`src/rtl/cdc_pkg.sv`:
```
// Shared definitions for the req/ack CDC handshake pair (sender and receiver sides).
// Holds the handshake state encoding, the synchroniser depth floor and sizing helpers.
package cdc_pkg;

  typedef enum logic [1:0] {
    IDLE    = 2'd0,
    REQ     = 2'd1,
    RELEASE = 2'd2
  } hs_state_e;

  localparam int SYNC_MIN_STAGES = 2;

  // A synchroniser shallower than two flops gives no real metastability protection.
  function automatic int clamp_stages(input int n);
    return (n < SYNC_MIN_STAGES) ? SYNC_MIN_STAGES : n;
  endfunction

  // Bits needed to hold 0..max_val; never less than one.
  function automatic int cnt_bits(input int max_val);
    return (max_val < 1) ? 1 : $clog2(max_val + 1);
  endfunction

endpackage

```
`src/rtl/cdc_req_sender_if.sv`:
```
// Upstream send handshake plus the req/ack/data crossing toward the receive domain.
interface cdc_req_sender_if #(
  parameter int WIDTH = 8
);

  logic             send_valid;
  logic [WIDTH-1:0] send_data;
  logic             send_ready;
  logic             req;
  logic [WIDTH-1:0] data_out;
  logic             ack_async;

  // slave: the sender block; master: upstream producer together with the receive side
  modport slave (
    input  send_valid,
    input  send_data,
    input  ack_async,
    output send_ready,
    output req,
    output data_out
  );

  modport master (
    output send_valid,
    output send_data,
    output ack_async,
    input  send_ready,
    input  req,
    input  data_out
  );

endinterface

```
`src/rtl/sync_ff.sv`:
```
// Multi-flop level synchroniser for a single asynchronous bit.
module sync_ff
  import cdc_pkg::*;
#(
  parameter int STAGES = 2
) (
  input  logic clk,
  input  logic rst,
  input  logic d,
  output logic q
);

  localparam int N = clamp_stages(STAGES);

  logic [N-1:0] chain;

  always_ff @(posedge clk or posedge rst) begin
    if (rst) begin
      chain <= '0;
    end else begin
      chain <= {chain[N-2:0], d};
    end
  end

  assign q = chain[N-1];

endmodule

```
`src/rtl/cdc_req_sender.sv`:
```
// Source side of a 4-phase req/ack CDC handshake: captures a word, drives req/data
// toward the receive domain and waits on the synchronised ack.
//
// state   | meaning
// --------+-------------------------------------------------------------
// IDLE    | no transfer; send_ready=1, next send_valid is accepted
// REQ     | req=1 with data held, waiting for ack_sync to rise
// RELEASE | req=0 with data held, waiting for ack_sync to fall
module cdc_req_sender
  import cdc_pkg::*;
#(
  parameter int WIDTH          = 8,
  parameter int SYNC_STAGES    = 2,
  parameter int TIMEOUT_CYCLES = 1024,
  parameter int CNT_WIDTH      = 16
) (
  input  logic                 clk,
  input  logic                 rst,
  cdc_req_sender_if.slave      bus,
  output logic                 done,
  output logic                 busy,
  output logic                 timeout_err,
  input  logic                 clr_err,
  output logic [CNT_WIDTH-1:0] xfer_count
);

  localparam int              TW      = cnt_bits(TIMEOUT_CYCLES);
  localparam bit              TO_EN   = (TIMEOUT_CYCLES > 0);
  localparam logic [TW-1:0]   TO_MAX  = TW'(TIMEOUT_CYCLES);
  localparam logic [TW-1:0]   TO_LAST = TW'(TIMEOUT_CYCLES - 1);

  hs_state_e            state_q, state_d;
  logic                 req_q, req_d;
  logic [WIDTH-1:0]     data_q, data_d;
  logic                 done_q, done_d;
  logic [CNT_WIDTH-1:0] xfer_q, xfer_d;
  logic [TW-1:0]        phase_cnt_q, phase_cnt_d;
  logic                 to_set;
  logic                 err_q;
  logic                 ack_sync;

  sync_ff #(
    .STAGES (SYNC_STAGES)
  ) u_ack_sync (
    .clk (clk),
    .rst (rst),
    .d   (bus.ack_async),
    .q   (ack_sync)
  );

  always_ff @(posedge clk or posedge rst) begin
    if (rst) begin
      state_q <= IDLE;
      req_q   <= 1'b0;
      data_q  <= '0;
      done_q  <= 1'b0;
      xfer_q  <= '0;
    end else begin
      state_q <= state_d;
      req_q   <= req_d;
      data_q  <= data_d;
      done_q  <= done_d;
      xfer_q  <= xfer_d;
    end
  end

  always_comb begin
    state_d = state_q;
    req_d   = req_q;
    data_d  = data_q;
    done_d  = 1'b0;
    xfer_d  = xfer_q;
    case (state_q)
      IDLE: begin
        if (bus.send_valid) begin
          data_d  = bus.send_data;
          req_d   = 1'b1;
          state_d = REQ;
        end
      end
      REQ: begin
        if (ack_sync) begin
          req_d   = 1'b0;
          state_d = RELEASE;
        end
      end
      RELEASE: begin
        if (!ack_sync) begin
          done_d  = 1'b1;
          xfer_d  = xfer_q + 1'b1;
          state_d = IDLE;
        end
      end
      default: begin
        req_d   = 1'b0;
        state_d = IDLE;
      end
    endcase
  end

  // Phase timer: restarts on every state change and saturates at the limit, so the
  // error is raised once per stuck phase and can be cleared while still waiting.
  always_comb begin
    phase_cnt_d = phase_cnt_q;
    to_set      = 1'b0;
    if (state_d != state_q) begin
      phase_cnt_d = '0;
    end else if (TO_EN && (state_q != IDLE) && (phase_cnt_q != TO_MAX)) begin
      phase_cnt_d = phase_cnt_q + 1'b1;
      to_set      = (phase_cnt_q == TO_LAST);
    end
  end

  always_ff @(posedge clk or posedge rst) begin
    if (rst) begin
      phase_cnt_q <= '0;
      err_q       <= 1'b0;
    end else begin
      phase_cnt_q <= phase_cnt_d;
      if (to_set) begin
        err_q <= 1'b1;
      end else if (clr_err) begin
        err_q <= 1'b0;
      end
    end
  end

  assign bus.send_ready = (state_q == IDLE);
  assign bus.req        = req_q;
  assign bus.data_out   = data_q;
  assign busy           = (state_q != IDLE);
  assign done           = done_q;
  assign xfer_count     = xfer_q;
  assign timeout_err    = err_q;

endmodule

```
`src/flat_wrapper.sv`:
```
// flat-port wrapper written by rule: the top's interface ports become plain ports
module cdc_req_sender_flat import cdc_pkg::*;
#(
  parameter int WIDTH          = 8,
  parameter int SYNC_STAGES    = 2,
  parameter int TIMEOUT_CYCLES = 1024,
  parameter int CNT_WIDTH      = 16
)
  (clk, rst, done, busy, timeout_err, clr_err, xfer_count, bus_send_valid, bus_send_data, bus_ack_async, bus_send_ready, bus_req, bus_data_out);
  cdc_req_sender_if #(.WIDTH(WIDTH)) bus_i ();
  input  logic clk;
  input  logic rst;
  output logic done;
  output logic busy;
  output logic timeout_err;
  input  logic clr_err;
  output logic [CNT_WIDTH-1:0] xfer_count;
  input wire logic [$bits(bus_i.send_valid)-1:0] bus_send_valid;
  input wire logic [$bits(bus_i.send_data)-1:0] bus_send_data;
  input wire logic [$bits(bus_i.ack_async)-1:0] bus_ack_async;
  output wire logic [$bits(bus_i.send_ready)-1:0] bus_send_ready;
  output wire logic [$bits(bus_i.req)-1:0] bus_req;
  output wire logic [$bits(bus_i.data_out)-1:0] bus_data_out;
  assign bus_i.send_valid = bus_send_valid;
  assign bus_i.send_data = bus_send_data;
  assign bus_i.ack_async = bus_ack_async;
  assign bus_send_ready = bus_i.send_ready;
  assign bus_req = bus_i.req;
  assign bus_data_out = bus_i.data_out;
  cdc_req_sender #(.WIDTH(WIDTH), .SYNC_STAGES(SYNC_STAGES), .TIMEOUT_CYCLES(TIMEOUT_CYCLES), .CNT_WIDTH(CNT_WIDTH)) u_core (.clk(clk), .rst(rst), .bus(bus_i), .done(done), .busy(busy), .timeout_err(timeout_err), .clr_err(clr_err), .xfer_count(xfer_count));
endmodule
```
`config.mk`:
```
export PLATFORM = sky130hd
export DESIGN_NAME = cdc_req_sender_flat
export DESIGN_NICKNAME = d
export VERILOG_FILES = /design/src/rtl/cdc_pkg.sv /design/src/rtl/cdc_req_sender_if.sv /design/src/rtl/sync_ff.sv /design/src/rtl/cdc_req_sender.sv /design/src/flat_wrapper.sv
export SDC_FILE = /design/constraint.sdc
export NUM_CORES = 1
export LEC_CHECK = 0
export CAP_MARGIN = 10
export CORE_UTILIZATION = 45
export DETAILED_ROUTE_END_ITERATION = 6
export GPL_TIMING_DRIVEN = 0
export PLACE_DENSITY = 0.75
export SETUP_SLACK_MARGIN = 0.5
export SLEW_MARGIN = 20
export SYNTH_ARGS = -nofsm -noshare
export SYNTH_HDL_FRONTEND = slang
export SYNTH_SLANG_ARGS = --single-unit
export TNS_END_PERCENT = 5
```
`constraint.sdc`:
```
create_clock -name clk -period 1.8 [get_ports clk]
set_clock_uncertainty 0.1 [all_clocks]
set_input_delay 0.36 -clock clk [delete_from_list [all_inputs] [get_ports clk]]
set_output_delay 0.36 -clock clk [all_outputs]
set_load 0.05 [all_outputs]
```
==> results.toml, run 1 <==
[run_status]
status = "completed"

[yosys]
yosys.area.top_type_share_pct = 56.3
yosysUniqueCellTypes = 36
seq_area_frac_synth_pct = 56.3
synth_area_leaders = "dfrtp_1 56%, xnor2_1 9.4%, mux2_2 5.4%, nand4_1 3.0%, nor2_1 2.8%"
async_flop_share_pct = 100
ys_warn_count = 0
syn_nets = 176
yosysMostFrequentCell = "dfrtp_1"
syn_area_per_cell_sq_um = 11.7
synth_commonest_cells = "42 x dfrtp_1, 20 x xnor2_1, 14 x nor2_1"
ys_seq_elements = 42
synth_top_area_cell = "dfrtp_1"
synth-edff-count = 0
synthFlopType = "dfrtp_1"
syn_area_sq_um = 1870
synth_cells = 160

[route]
final_antenna_net_count = 0
route.detailed.drc = 0
wl_per_cell_um = 14.3
first_pass_iters = 6
drt_iter0_markers = 81
maxUsedRoutingLayer = "met4"
via_per_inst = 5.26
wl_met2_um = 1830
vias = 1400
wl_met3_um = 155
wl_um = 3810
wl_met1_um = 1760

[power_and_ir_drop]
power_mw = 4.03
internal_power_mw = 2.38
combPwrFrac_pct = 49.6
power_density_nw_per_um2 = 1570
seq_power_share_pct = 31.8
power.leakage_nw = 1.19
clockPowerShare_pct = 18.6
p_sw_mw = 1.65
ir_worst_vdd_v = 0.00103
switching_share_pct = 40.9

[floorplan]
die_h_um = 66.4
start_util_pct = 46.7
core_area_sq_um = 4000
placementRows = 23
dieArea_sq_um = 4410
die_x_um = 66.4
ioPinCount = 42

[clock_tree]
h-tree-depth = 2
cts_buffers = 5
cts_buffer_depth = 2
insertion_delay_ps = 290
holdBufCountCts = 0
cts_root_buf = "clkbuf_8"
cts_tree = "done"
cts_sinks = 42
clkTransAtPathRegs_ps = 80

[job]
max_cap_violations = 0

[final_layout]
n_fill_cell = 312
antenna_cells = 0
layout-drive-gt1-share_pct = 19.4
finalNonFillerCells = 266
syn_to_final_growth_pct = 37.9
nets = 232

[worst_setup_path]
worstPathMaxFanout = 5
cp_cell_sequence = "buf_6 > or2_4 > inv_8 > buf_8"
crit_required_ps = 1340
critPathCaptureType = "output port"
path_buf_inv = 3
crit_slowest_cell = "dfrtp_1"
cp_top_family = "flip-flops"
critPathKind = "register to output port"
critPathLaunchType = "register"
cpPeakStageDelay_ps = 370
cp_data_arrival_time_ps = 1300

[timing]
slew_viol_final = 0
period_needed_ps = 1760
finalSetupViolations = 0
tightestPinTransition_ps = 500
rsz0062_at_grt = "true"
fin_tns_setup_ps = 0
finalHoldViolCount = 0
min_period_over_period_pct = 98.1
fmax_ghz = 0.567
relSlewSlack_pct = 66.8

[grt]
grt_max_degree = 28
grt_pass1_vias = 1338
overflow = 0
grt_pass1_wl_um = 6140
grt_usage_pct = 19.2
grt_antenna_before_repair = 0

[place]
portBuffers = 41
dpl.hpwl_um = 2570
gp_congestion = 0.765
place_inst = 252

[worst_hold_path]
min_path_type = "primary input to asynchronous set/reset pin"
## cell type report
cell class / count / area (sq um) / area share [%]
inverter: 10 / 45.0 / 1.75
timing repair buffer: 49 / 459 / 17.8
clock inverter: 1 / 30.0 / 1.17
sequential: 42 / 1050 / 40.8
multi-input combinational: 104 / 796 / 30.9
clock buffer: 6 / 82.6 / 3.21
tap: 50 / 62.6 / 2.43
buffer: 4 / 48.8 / 1.89
## power groups by stage
stage | Sequential (mW) | Combinational [mW] | Clock, mW
2_1_floorplan | 1.83 | 0.816 | 0
3_3_place_gp | 1.30 | 1.84 | 0
3_5_place_dp | 1.31 | 1.89 | 0
4_1_cts | 1.28 | 1.96 | 0.761
5_1_grt | 1.31 | 2.10 | 0.803
6_report | 1.28 | 2.00 | 0.751
## cell usage in the layout (no fill, tap or decap), types with 2 or more instances in the layout
cell type,instances
nand4_1,9
buf_8,2
and3_1,2
a21oi_1,4
nand3_1,5
dfrtp_1,41
buf_6,4
nand2b_1,3
nand2_1,6
nor2_1,14
clkbuf_8,6
nor3_1,3
xnor2_1,20
mux2_4,8
nor4_1,3
clkdlybuf4s15_1,2
inv_1,8
buf_4,8
dlygate4sd2_1,23
or3_1,2
ha_1,3
clkdlybuf4s50_1,12
o21ai_0,2
xor2_1,3
## per-stage QoR
step,util [%],instance area (sq um),worst slack (ps),hold WS [ps]
6_report,64.4,2580,35.1,260
5_1_grt,64.4,2580,6.22,266
4_1_cts,63.8,2550,47.3,263
3_5_place_dp,60.3,2410,-304,246
3_3_place_gp,59.8,2390,-428,234
2_1_floorplan,-,1920,56.7,231
## final timing paths
| kind | from | to | slack (ps) | depth (start not counted) |
|---|---|---|---|---|
| worst max-delay path | u_core.state_q[0]$_DFF_PP0_ | bus_send_ready | 40 | 4 |
| worst max register to register | u_core.phase_cnt_q[0]$_DFFE_PP0P_ | u_core.phase_cnt_q[10]$_DFFE_PP0P_ | 90 | 5 |
| max in group asynchronous | rst | u_core.xfer_count[0]$_DFFE_PP0P_ | 880 | 3 |
| worst min-delay path | rst | u_core.bus.data_out[3]$_DFFE_PP0P_ | 260 | 2 |
| min in group clk | u_core.u_ack_sync.chain[0]$_DFF_PP0_ | u_core.u_ack_sync.chain[1]$_DFF_PP0_ | 260 | 0 |
| worst min register to register | u_core.u_ack_sync.chain[0]$_DFF_PP0_ | u_core.u_ack_sync.chain[1]$_DFF_PP0_ | 260 | 0 |
## worst reg2reg max path, cell delays in order, from the launching register on
cell     delay (ps)
dfrtp_1         400
ha_1            260
nand4_1         200
nor3_1          390
xnor2_1         180
nor2_1           60
## per-layer routing
layer	vias up	global-route usage [%]
met5	-	0
met4	0	8.51
met3	7	5.86
met2	35	29.5
met1	694	24.7
li1	664	-
## state kept, by name, indices dropped and copies added, names as in the netlist
register / cells
u_core.bus.data_out: 8
u_core.bus.req: 1
u_core.done: 1
u_core.phase_cnt_q: 11
u_core.state_q: 2
u_core.timeout_err: 1
u_core.u_ack_sync.chain: 2
u_core.xfer_count: 16
## kinds of logic after synthesis
logic type	share of synthesized area, %
fa+ha+maj	2.01
mux	5.96
compound gates	5.16
flops	56.3
simple gates	16.1
buf+inv	3.68
xor+xnor	10.8
## what timing repair did
action / 4_1_cts / 5_1_grt
setup buffers: 7 / 0
pin swaps: 1 / 1
cloned: 0 / 0
gates resized for setup: 51 / 8
endpoints found under the setup margin: 64 / 64
Power figures use the tool's default switching activity.
==> run 2, diff against run 1 <==
--- a/config.mk
+++ b/config.mk
@@ -6,9 +6,12 @@
 export NUM_CORES = 1
 export LEC_CHECK = 0
 export CAP_MARGIN = 10
-export CORE_UTILIZATION = 45
+export CELL_PAD_IN_SITES_DETAIL_PLACEMENT = 1
+export CELL_PAD_IN_SITES_GLOBAL_PLACEMENT = 1
+export CORE_UTILIZATION = 35
 export DETAILED_ROUTE_END_ITERATION = 6
 export GPL_TIMING_DRIVEN = 0
+export HOLD_SLACK_MARGIN = 0.03
 export PLACE_DENSITY = 0.75
 export SETUP_SLACK_MARGIN = 0.5
 export SLEW_MARGIN = 20
==> constraint.sdc (replaced) <==
create_clock -name clk -period 1.5 [get_ports clk]
set_clock_uncertainty 0.1 [all_clocks]
set_input_delay 0.3 -clock clk [delete_from_list [all_inputs] [get_ports clk]]
set_output_delay 0.3 -clock clk [all_outputs]
set_load 0.05 [all_outputs]
==> results.toml, run 2 (same netlist as run 1, synthesis figures left out) <==
[run_status]
status = "complete, but fails checks"
violations = "setup timing"

[clock_tree]
holdBufCountCts = 0
clkTransAtPathRegs_ps = 80
insertion_delay_ps = 300
cts_sinks = 42
cts_buffer_depth = 2
h-tree-depth = 2
cts_tree = "done"
cts_buffers = 5
cts_root_buf = "clkbuf_8"

[route]
drt_iter0_markers = 46
final_antenna_net_count = 0
route.detailed.drc = 0
vias = 1425
via_per_inst = 4.91
wl_per_cell_um = 15.7
first_pass_iters = 4
wl_um = 4560

[power_and_ir_drop]
power_mw = 5.23
power_density_nw_per_um2 = 1870
seq_power_share_pct = 31.2
combPwrFrac_pct = 51.1
ir_worst_vdd_v = 0.000963
switching_share_pct = 40.7
internal_power_mw = 3.10
clockPowerShare_pct = 17.7
p_sw_mw = 2.13
power.leakage_nw = 1.21

[place]
dpl.hpwl_um = 2830
portBuffers = 41
post-place-ws_ps = -647
gp_congestion = 0.746

[timing]
min_period_over_period_pct = 114
period_needed_ps = 1710
fin_tns_setup_ps = -2320
finalHoldViolCount = 0
finalSetupViolations = 23
slew_viol_final = 0
rsz0062_at_grt = "true"
relSlewSlack_pct = 77.9
tightestPinTransition_ps = 331
fin_ws_ps = -207
fmax_ghz = 0.586
timing.hold.ws_ps = 141

[final_layout]
nets = 236
final_common_cell = "dfrtp_1"
layout_common_cells = "33 x dfrtp_1, 20 x xnor2_1, 17 x buf_6"
layout-drive-gt1-share_pct = 43.2
n_fill_cell = 539
largest_reg_flops = 16
antenna_cells = 0
syn_to_final_growth_pct = 50.0
final_util_pct = 54.9

[grt]
grt_usage_pct = 17.2
overflow = 0
grt_use_met2_pct = 27.5
grt_max_degree = 33
grt_pass1_wl_um = 6940
grt_pass1_vias = 1418
use_met1_pct = 21.1
busiest_layer = "met2"
grt_util_met3_pct = 4.55
grt_antenna_before_repair = 0

[floorplan]
start_util_pct = 36.6
die_x_um = 75.1
ioPinCount = 42
placementRows = 26
die_h_um = 75.1
core_area_sq_um = 5110
dieArea_sq_um = 5630

[worst_setup_path]
startpoint = "u_core.state_q[0]$_DFF_PP0_"
ff2ff_path_depth = 6
crit_required_ps = 1100
critPathCaptureType = "output port"
critPathLaunchType = "register"
worstPathMaxFanout = 6
cp-endpoint = "bus_send_ready"
reg2reg_from = "u_core.state_q[0]$_DFF_PP0_"
critPathKind = "register to output port"
cp_data_arrival_time_ps = 1310
reg2reg_slack_ps = -170
r2r-end = "u_core.bus.data_out[5]$_DFFE_PP0P_"

[job]
max_cap_violations = 0

[worst_hold_path]
min_path_type = "primary input to asynchronous set/reset pin"
run 2: cell types whose count changed in the layout (fill, tap and decap cells not counted), moves of 3 or more:
cell / before / now
dlygate4sd2_1: 23 / 0
buf_6: 4 / 17
dfrtp_1: 41 / 33
dfrtp_2: 1 / 9
buf_2: 0 / 7
buf_4: 8 / 13
buf_8: 2 / 7
nand3_1: 5 / 2
nor4_1: 3 / 0
run 2: repair_timing:
action / in CTS / in global routing
setup buffers: 8 / 3
pin swaps: 14 / 9
gates resized for setup: 204 / 26
setup endpoints to repair: 68 / 69
run 2: how the worst min path moves through the flow:
stage / slack, ps / cells after the start / to / startpoint
global placement: 230 / 0 / u_core.u_ack_sync.chain[1]$_DFF_PP0_ / u_core.u_ack_sync.chain[0]$_DFF_PP0_
global route: 160 / 2 / u_core.xfer_count[8]$_DFFE_PP0P_ / rst
floorplan: 230 / 0 / u_core.u_ack_sync.chain[1]$_DFF_PP0_ / u_core.u_ack_sync.chain[0]$_DFF_PP0_
CTS: 150 / 2 / u_core.xfer_count[13]$_DFFE_PP0P_ / rst
detailed placement: 240 / 0 / u_core.u_ack_sync.chain[1]$_DFF_PP0_ / u_core.u_ack_sync.chain[0]$_DFF_PP0_
finish: 140 / 2 / u_core.xfer_count[13]$_DFFE_PP0P_ / rst
run 2: power by group through the flow:
| stage | clock network, mW | registers [mW] | logic [mW] |
|---|---|---|---|
| floorplan | 0 | 2.20 | 0.979 |
| global placement | 0 | 1.57 | 2.25 |
| detailed placement | 0 | 1.58 | 2.27 |
| CTS | 0.946 | 1.61 | 2.53 |
| global route | 0.996 | 1.67 | 2.83 |
| finish | 0.927 | 1.63 | 2.67 |
run 2: stage by stage:
stage                     cells  cell area [sq um]
after global placement      271               2420
after floorplan             160               1920
after detailed placement    272               2440
after global routing        290               2800
final                       290               2800
after CTS                   287               2680
run 2: layout make-up:
cell class / count / area (sq um) / share of cell area, %
Buffer: 4 / 52.6 / 1.88
Clock buffer: 6 / 82.6 / 2.95
Sequential cell: 42 / 1060 / 37.9
Multi-Input combinational cell: 104 / 922 / 32.9
Timing Repair Buffer: 53 / 519 / 18.5
Inverter: 10 / 45.0 / 1.61
Clock inverter: 1 / 30.0 / 1.07
Tap cell: 70 / 87.6 / 3.13
run 2: layer usage:
layer | vias to the layer above | part of all wire [%]
li1 | 672 | -
met1 | 714 | 44
met2 | 34 | 49
met3 | 5 | 4.6
met4 | 0 | 2.4
met5 | - | 0
run 2: worst max-delay path, cell delays in order, from the launching register on:
cell and delay, ps:
dfrtp_1 390, buf_6 140, or2_4 260, inv_8 70
buf_8 140
